## config.mk

```make
export PLATFORM = sky130hd
export DESIGN_NAME = mcs4_pc_stack
export DESIGN_NICKNAME = d
export VERILOG_FILES = /design/src/rtl/mcs4_pc_stack.sv
export SDC_FILE = /design/constraint.sdc
export NUM_CORES = 1
export LEC_CHECK = 0
export ABC_AREA = 1
export CELL_PAD_IN_SITES_DETAIL_PLACEMENT = 1
export CELL_PAD_IN_SITES_GLOBAL_PLACEMENT = 2
export CORE_ASPECT_RATIO = 2
export CORE_UTILIZATION = 34
export DETAILED_ROUTE_END_ITERATION = 8
export PLACE_DENSITY_LB_ADDON = 0.1
export SLEW_MARGIN = 5
export SYNTH_ARGS = -nofsm -noshare
export SYNTH_HDL_FRONTEND = slang
export SYNTH_SLANG_ARGS = --single-unit
```

## constraint.sdc

```tcl
create_clock -name clk -period 2.1 [get_ports clk]
set_clock_uncertainty 0.05 [all_clocks]
set_input_delay 0.525 -clock clk [delete_from_list [all_inputs] [get_ports clk]]
set_output_delay 0.525 -clock clk [all_outputs]
set_load 0.1 [all_outputs]
```

## src/rtl/mcs4_pc_stack.sv

```systemverilog
// Program counter with a circular return-address stack, interrupt call/return
// and a nibble serializer that puts a snapshot of the PC on a 4-bit bus.
module mcs4_pc_stack #(
    parameter int          ADDR_W  = 12,
    parameter int          DEPTH   = 4,
    parameter int          PAGE_W  = 8,
    parameter logic [ADDR_W-1:0] INT_VEC = ADDR_W'('h003)
) (
    input  logic                      clk,
    input  logic                      rst,
    input  logic                      cmd_valid,
    input  logic [2:0]                cmd,
    input  logic [ADDR_W-1:0]         tgt,
    input  logic                      emit,
    input  logic                      clr_flags,
    output logic [ADDR_W-1:0]         pc,
    output logic [$clog2(DEPTH):0]    depth,
    output logic                      ovf,
    output logic                      udf,
    output logic                      int_active,
    output logic                      int_nack,
    output logic [3:0]                addr_nib,
    output logic                      nib_valid,
    output logic [(((ADDR_W/4) > 1) ? $clog2(ADDR_W/4) : 1)-1:0] nib_idx
);

    localparam int NIBS  = ADDR_W / 4;
    localparam int SLOTS = DEPTH - 1;
    localparam int SP_W  = (SLOTS > 1) ? $clog2(SLOTS) : 1;
    localparam int DEP_W = $clog2(DEPTH) + 1;
    localparam int IDX_W = (NIBS > 1) ? $clog2(NIBS) : 1;

    typedef enum logic [2:0] {
        CMD_NOP  = 3'd0,
        CMD_INC  = 3'd1,
        CMD_JUMP = 3'd2,
        CMD_PAGE = 3'd3,
        CMD_CALL = 3'd4,
        CMD_RET  = 3'd5,
        CMD_INT  = 3'd6,
        CMD_RTI  = 3'd7
    } cmd_e;

    typedef enum logic {
        S_IDLE  = 1'b0,
        S_SHIFT = 1'b1
    } ser_state_e;

    logic [ADDR_W-1:0] slot [SLOTS];
    logic [SP_W-1:0]   sp, sp_inc, sp_dec;
    logic [ADDR_W-1:0] inc_pc, pc_next, call_tgt;
    logic              do_push, do_pop, int_set, int_clr, nack_next;
    logic              stack_full, stack_empty;

    // The stack pointer wraps modulo SLOTS, which need not be a power of two.
    assign inc_pc      = pc + 1'b1;
    assign sp_inc      = (sp == SP_W'(SLOTS - 1)) ? '0 : sp + 1'b1;
    assign sp_dec      = (sp == '0) ? SP_W'(SLOTS - 1) : sp - 1'b1;
    assign stack_full  = (depth == DEP_W'(SLOTS));
    assign stack_empty = (depth == '0);

    // NOTE: every output of this block gets a default first, so no path leaves
    // a variable unassigned and no latch is inferred.
    always_comb begin
        pc_next   = pc;
        call_tgt  = tgt;
        do_push   = 1'b0;
        do_pop    = 1'b0;
        int_set   = 1'b0;
        int_clr   = 1'b0;
        nack_next = 1'b0;
        if (cmd_valid) begin
            case (cmd_e'(cmd))
                CMD_INC:  pc_next = inc_pc;
                CMD_JUMP: pc_next = tgt;
                CMD_PAGE: pc_next = {inc_pc[ADDR_W-1:PAGE_W], tgt[PAGE_W-1:0]};
                CMD_CALL: do_push = 1'b1;
                CMD_RET:  do_pop  = 1'b1;
                CMD_INT: begin
                    if (int_active) begin
                        nack_next = 1'b1;
                    end else begin
                        do_push  = 1'b1;
                        call_tgt = INT_VEC;
                        int_set  = 1'b1;
                    end
                end
                CMD_RTI: begin
                    do_pop  = 1'b1;
                    int_clr = 1'b1;
                end
                default: ;
            endcase
        end
        if (do_push) pc_next = call_tgt;
        if (do_pop)  pc_next = slot[sp_dec];
    end

    // NOTE: state uses non-blocking assignments so every register samples the
    // pre-edge values regardless of statement order.
    always_ff @(posedge clk) begin
        if (rst) begin
            pc         <= '0;
            sp         <= '0;
            depth      <= '0;
            ovf        <= 1'b0;
            udf        <= 1'b0;
            int_active <= 1'b0;
            int_nack   <= 1'b0;
            // NOTE: the return slots are cleared on reset because a RET on an
            // empty stack loads a stale slot, which must be deterministic.
            for (int i = 0; i < SLOTS; i++) slot[i] <= '0;
        end else begin
            pc       <= pc_next;
            int_nack <= nack_next;
            if (do_push) begin
                slot[sp] <= inc_pc;
                sp       <= sp_inc;
                if (!stack_full) depth <= depth + 1'b1;
            end
            if (do_pop) begin
                sp <= sp_dec;
                if (!stack_empty) depth <= depth - 1'b1;
            end
            // A new error wins over a simultaneous clear.
            ovf <= (ovf & ~clr_flags) | (do_push & stack_full);
            udf <= (udf & ~clr_flags) | (do_pop & stack_empty);
            if (int_set)      int_active <= 1'b1;
            else if (int_clr) int_active <= 1'b0;
        end
    end

    ser_state_e        state, state_next;
    logic [ADDR_W-1:0] snap, snap_next;
    logic [IDX_W-1:0]  idx, idx_next;

    always_ff @(posedge clk) begin
        if (rst) begin
            state <= S_IDLE;
            snap  <= '0;
            idx   <= '0;
        end else begin
            state <= state_next;
            snap  <= snap_next;
            idx   <= idx_next;
        end
    end

    always_comb begin
        state_next = state;
        snap_next  = snap;
        idx_next   = idx;
        nib_valid  = 1'b0;
        addr_nib   = 4'h0;
        nib_idx    = idx;
        case (state)
            S_IDLE: begin
                if (emit) begin
                    snap_next  = pc;
                    idx_next   = '0;
                    state_next = S_SHIFT;
                end
            end
            S_SHIFT: begin
                nib_valid = 1'b1;
                addr_nib  = snap[{idx, 2'b00} +: 4];
                if (idx == IDX_W'(NIBS - 1)) begin
                    idx_next   = '0;
                    state_next = S_IDLE;
                end else begin
                    idx_next = idx + 1'b1;
                end
            end
            default: state_next = S_IDLE;
        endcase
    end

endmodule
```

# --- Word-level counts from Yosys, hierarchy flattened ---
# Memory sizes are Yosys's and may differ from the RTL's.
# Index checks and enable logic that the tools add are counted.
# W data, S select, Z words.
op_classes:
  n_reduce_logical: 11
  n_mux: 43
  n_bitwise: 10
  add_sub_neg: 6
  n_eq_ne: 11
  shifts: 1
ops:
  columns: ["op", "n"]
  rows:
  - ["$mux W12", 7]
  - ["$pmux W12 S3", 1]
  - ["$mux W1", 20]
  - ["$mux W2", 7]
  - ["$add A12 B1 Y12 const B", 1]
  - ["$eq A3 B3 Y1 const B", 4]
  - ["$mux W3", 4]
  - ["$reduce_or A12 Y1", 1]
  - ["$shiftx A12 B5 Y4", 1]
  - ["$eq A3 B2 Y1 const B", 3]
  - ["$reduce_bool A5 Y1", 1]
  - ["$add A2 B1 Y2 const B", 2]
  - ["$and A1 B1 Y1", 4]
  - ["$eq A2 B2 Y1 const B", 2]
  - ["$mux W4", 1]
  - ["$not A1 Y1", 4]
  - ["$pmux W1 S2", 2]
  - ["$pmux W2 S2", 1]
  - ["$reduce_and A2 Y1", 2]
  - ["$reduce_bool A2 Y1", 2]
  - ["$add A3 B1 Y3 const B", 1]
  - ["$eq A3 B1 Y1 const B", 1]
  - ["$logic_not A3 Y1", 1]
  - ["$reduce_bool A3 Y1", 1]
  - ["other kinds (7)", 8]
word_totals:
  register_bits: 36
  mem_count: 1
  elab_cells: 93
  ram_bits: 36
mem_list:
  columns: ["memory", "words", "word_bits", "read_ports", "rd_ports_with_merged_regs", "write_ports", "line_no", "text"]
  rows:
  - ["slot", 3, 12, 1, 0, 3, "49", "logic [ADDR_W-1:0] slot [SLOTS];"]

# --- Longest topological paths before layout ---
logic_depth:
  word_depth: 8
  mapped_depth: 12
  ltp_nobuf: 11

# --- Least setup slack after synthesis ---
# No wires, ideal clock.
synth_timing:
  path_kind: "register to output"
  start: "register idx[0], in the netlist nib_idx[0]"
  end: "output port addr_nib[2]"
  path_buffers: 0
  arrival_ps: 2152
  slack_ps: -627
  path_stages_with_launch: 5
  required_ps: 1525
  cell_sequence: "dfxtp_1 > inv_1 > nor2_1 > nand3_1 > nand3_1"
synth_between:
  elab_chain_cells: 2
synth_lines:
  columns: ["item", "line_no", "text"]
  rows:
  - ["start: declaration", "135", "logic [IDX_W-1:0] idx, idx_next;"]
  - ["start signal: assignment", "145", "idx <= idx_next;"]
  - ["$shiftx A12 B5 Y4", "166", "addr_nib = snap[{idx, 2'b00} +: 4];"]
  - ["$mux W4", "156", "case (state)"]
  - ["end: declaration", "22", "output logic [3:0] addr_nib,"]
# Every way passes these cells.

# --- Worst setup path in the final report ---
layout_timing:
  start: "register idx[0], in the netlist nib_idx[0]"
  end: "output port addr_nib[3]"
# Same word-level chain as after synthesis.

==> flow_summary.ini <==
[synthesis]
synth_top_family_by_area = simple AND/OR/NAND/NOR gates
synth_top_area_cell = edfxtp_1
avgSynthCellArea_um2 = 7.954
ys_warn_count = 0
synthDominantCellAreaShare_pct = 33.01
ys_async_sr_fraction_pct = 0
synth_flop_cell = edfxtp_1
synth_edf_count = 48
synth_compound_area_share_pct = 14.36
synth.distinct_cells = 38
muxShareOfSynthArea_pct = 0
synth_nets = 577
syn_area_mm2 = 0.004367
synth_area_leaders = edfxtp_1, dfxtp_1, nand2_1
yosys-top-cells-count = nand2_1, nor2_1, inv_1
synthSimpleGateAreaFrac_pct = 25.13
synthCells = 549
yosysMostFrequentCell = nand2_1
synth_seq_cells = 84
ys_seq_area_share_pct = 49.51
synth_xor_area_share_pct = 0.2006
yosys.area_share.adder_pct = 2.292

[sta]
min_period_ns = 1.989
finalSetupViolations = 0
finalCritPeriodShare_pct = 94.73
finalSetupTns_ns = 0
rsz0062_at_grt = false
tightest_slew_ns = 0.4939
setup_slack_ns = 0.1106
max_freq_ghz = 0.5027
slew-limit-headroom_pct = 66.96
hold_viol_final = 0
final_max_slew_viol_count = 0

[die]
num_rows = 58
die_x_um = 82.14
die_area_mm2 = 0.01333
start_util_pct = 34.78
ioPinCount = 46
die_y_um = 162.3
core_area_mm2 = 0.01255

[routing]
drtIter0Drc = 93
vias = 3873
finalWirelength_mm = 13.34
wire_per_inst_um = 17.14
first_pass_iters = 4
antenna_left = 0
drc = 0
via_per_inst = 4.978

[status]
status = complete, no violations

[global_route]
track_usage_pct = 21.51
grt_overflow = 0
grt_max_degree = 25
antenna_found_initial = 0
grt_pass1_wl_mm = 20.96
grt_pass1_vias = 4097

[clocking]
tritoncts = built
cts.hold.buffers_added = 0
clock_latency_ns = 0.34
path_clk_slew_ns = 0.07
cts_setup_buffers = 0
cts_resized = 0
cts_sinks = 84
root_buffer = clkbuf_16
clockBufferDepth = 2
cts_max_level = 3
cts_buffers = 9

[hold_path]
min_from = ovf
hold_class = reg -> reg

[critical_path]
r2r_start = sp[0]
cp.required_ns = 1.52
timing_worst_setup_path_type = reg -> out
crit_path_max_incr_delay_ns = 0.38
crit_path_top_delay_cell = dfxtp_4
crit_path_end_kind = primary output
path_max_fanout = 5
crit_path_start = nib_idx[0]
crit_chain = inv_1 > nor2_2 > buf_4 > nand3_1 > nand3_2 > buf_12
cp_data_arrival_time_ns = 1.41
startpoint_type = flip-flop

[placement]
place_worst_setup_slack_ns = -0.2188
port_buffers = 45
dp_hpwl_mm = 10.38
place_area_mm2 = 0.005477
gp_congestion = 0.8211

[cells_and_area]
final_core_util_pct = 46.28
final_layout_size_suffix_gt1_share_pct = 21.34
nets = 651
areaGrowthSynthToFinish_pct = 33.07
finalInstanceArea_mm2 = 0.005811
num_antenna_cells = 0

[power_and_ir_drop]
irDropWorstVdd_mv = 0.4710
power_mw = 4.418
p_leak_nw = 2.398
p_per_area_mw_per_mm2 = 760.4

[flow_run]
drv_cap = 0
-- per-layer routing --
layer	up-vias	share of wire, %	track usage, %
li1	1940	-	-
met1	1884	39	22.58
met2	38	58	42.11
met3	11	1.6	3.034
met4	0	1.4	5.742
met5	-	0	0
-- worst max-delay path, delay by kind of cell (launching register included) --
family                 cells  cell delay [ns]
and+or+nand+nor            3             0.31
DFF                        1             0.38
buffers and inverters      3             0.37
-- final timing paths --
| check | end | slack, ns | depth (start not counted) |
|---|---|---|---|
| min | ovf | 0.44 | 2 |
| min reg2reg | ovf | 0.44 | 2 |
| max reg2reg | pc[11] | 0.20 | 10 |
| max | addr_nib[3] | 0.11 | 6 |
-- cell families (layout without fill, tap and decap cells) --
kind of cell | count (synthesis) | count (layout)
XOR/XNOR | 1 | 1
buffers and inverters | 85 | 164
AND/OR/NAND/NOR | 263 | 263
AO/OA/AOI/OAI | 108 | 108
flip-flops | 84 | 84
adder cells (fa/ha/maj) | 8 | 8
-- state kept, by name, indices dropped and copies added, names as in the netlist, 2 cells and up --
signal,count
slot,48
sp,2
depth,3
snap,12
nib_idx,2
pc,12
-- report_power, final --
group / internal, mW / total, mW / switching [mW] / leakage [nW]
logic: 0.326 / 0.900 / 0.574 / 1.47
clock network: 0.941 / 1.65 / 0.708 / 0.145
registers: 1.81 / 1.87 / 0.0598 / 0.788
-- metrics by stage --
stage | cells | hold slack [ns]
floorplan | 549 | 0.4282
CTS | 778 | 0.4516
detailed placement | 762 | 0.4379
finish | 778 | 0.4427
global placement | 762 | 0.4423
global route | 778 | 0.4939
-- cell type report --
cell class | instances | area, um^2
Multi-Input combinational cell | 380 | 1853
Inverter | 63 | 254.0
Clock inverter | 7 | 82.58
Tap cell | 150 | 187.7
Sequential cell | 84 | 2177
Timing Repair Buffer | 85 | 1031
Fill cell | 1513 | 6744
Clock buffer | 9 | 225.2
-- cells in the final DEF (no fill, tap or decap), drive strengths merged --
cell / n
nor3: 3
dfxtp: 36
inv: 62
a21oi: 28
clkinvlp: 5
buf: 66
clkdlybuf4s50: 19
bufinv: 1
nand2: 114
a21boi: 2
a31oi: 1
clkbuf: 9
a22oi: 1
a221oi: 1
edfxtp: 48
ha: 8
o221a: 1
o21ai: 59
a211oi: 1
nand3: 28
o21a: 1
o211ai: 4
or2: 1
o22ai: 9
nor2: 116
nand4: 1
clkinv: 2
xor2: 1
No activity file was read; power rests on OpenSTA's default activity.
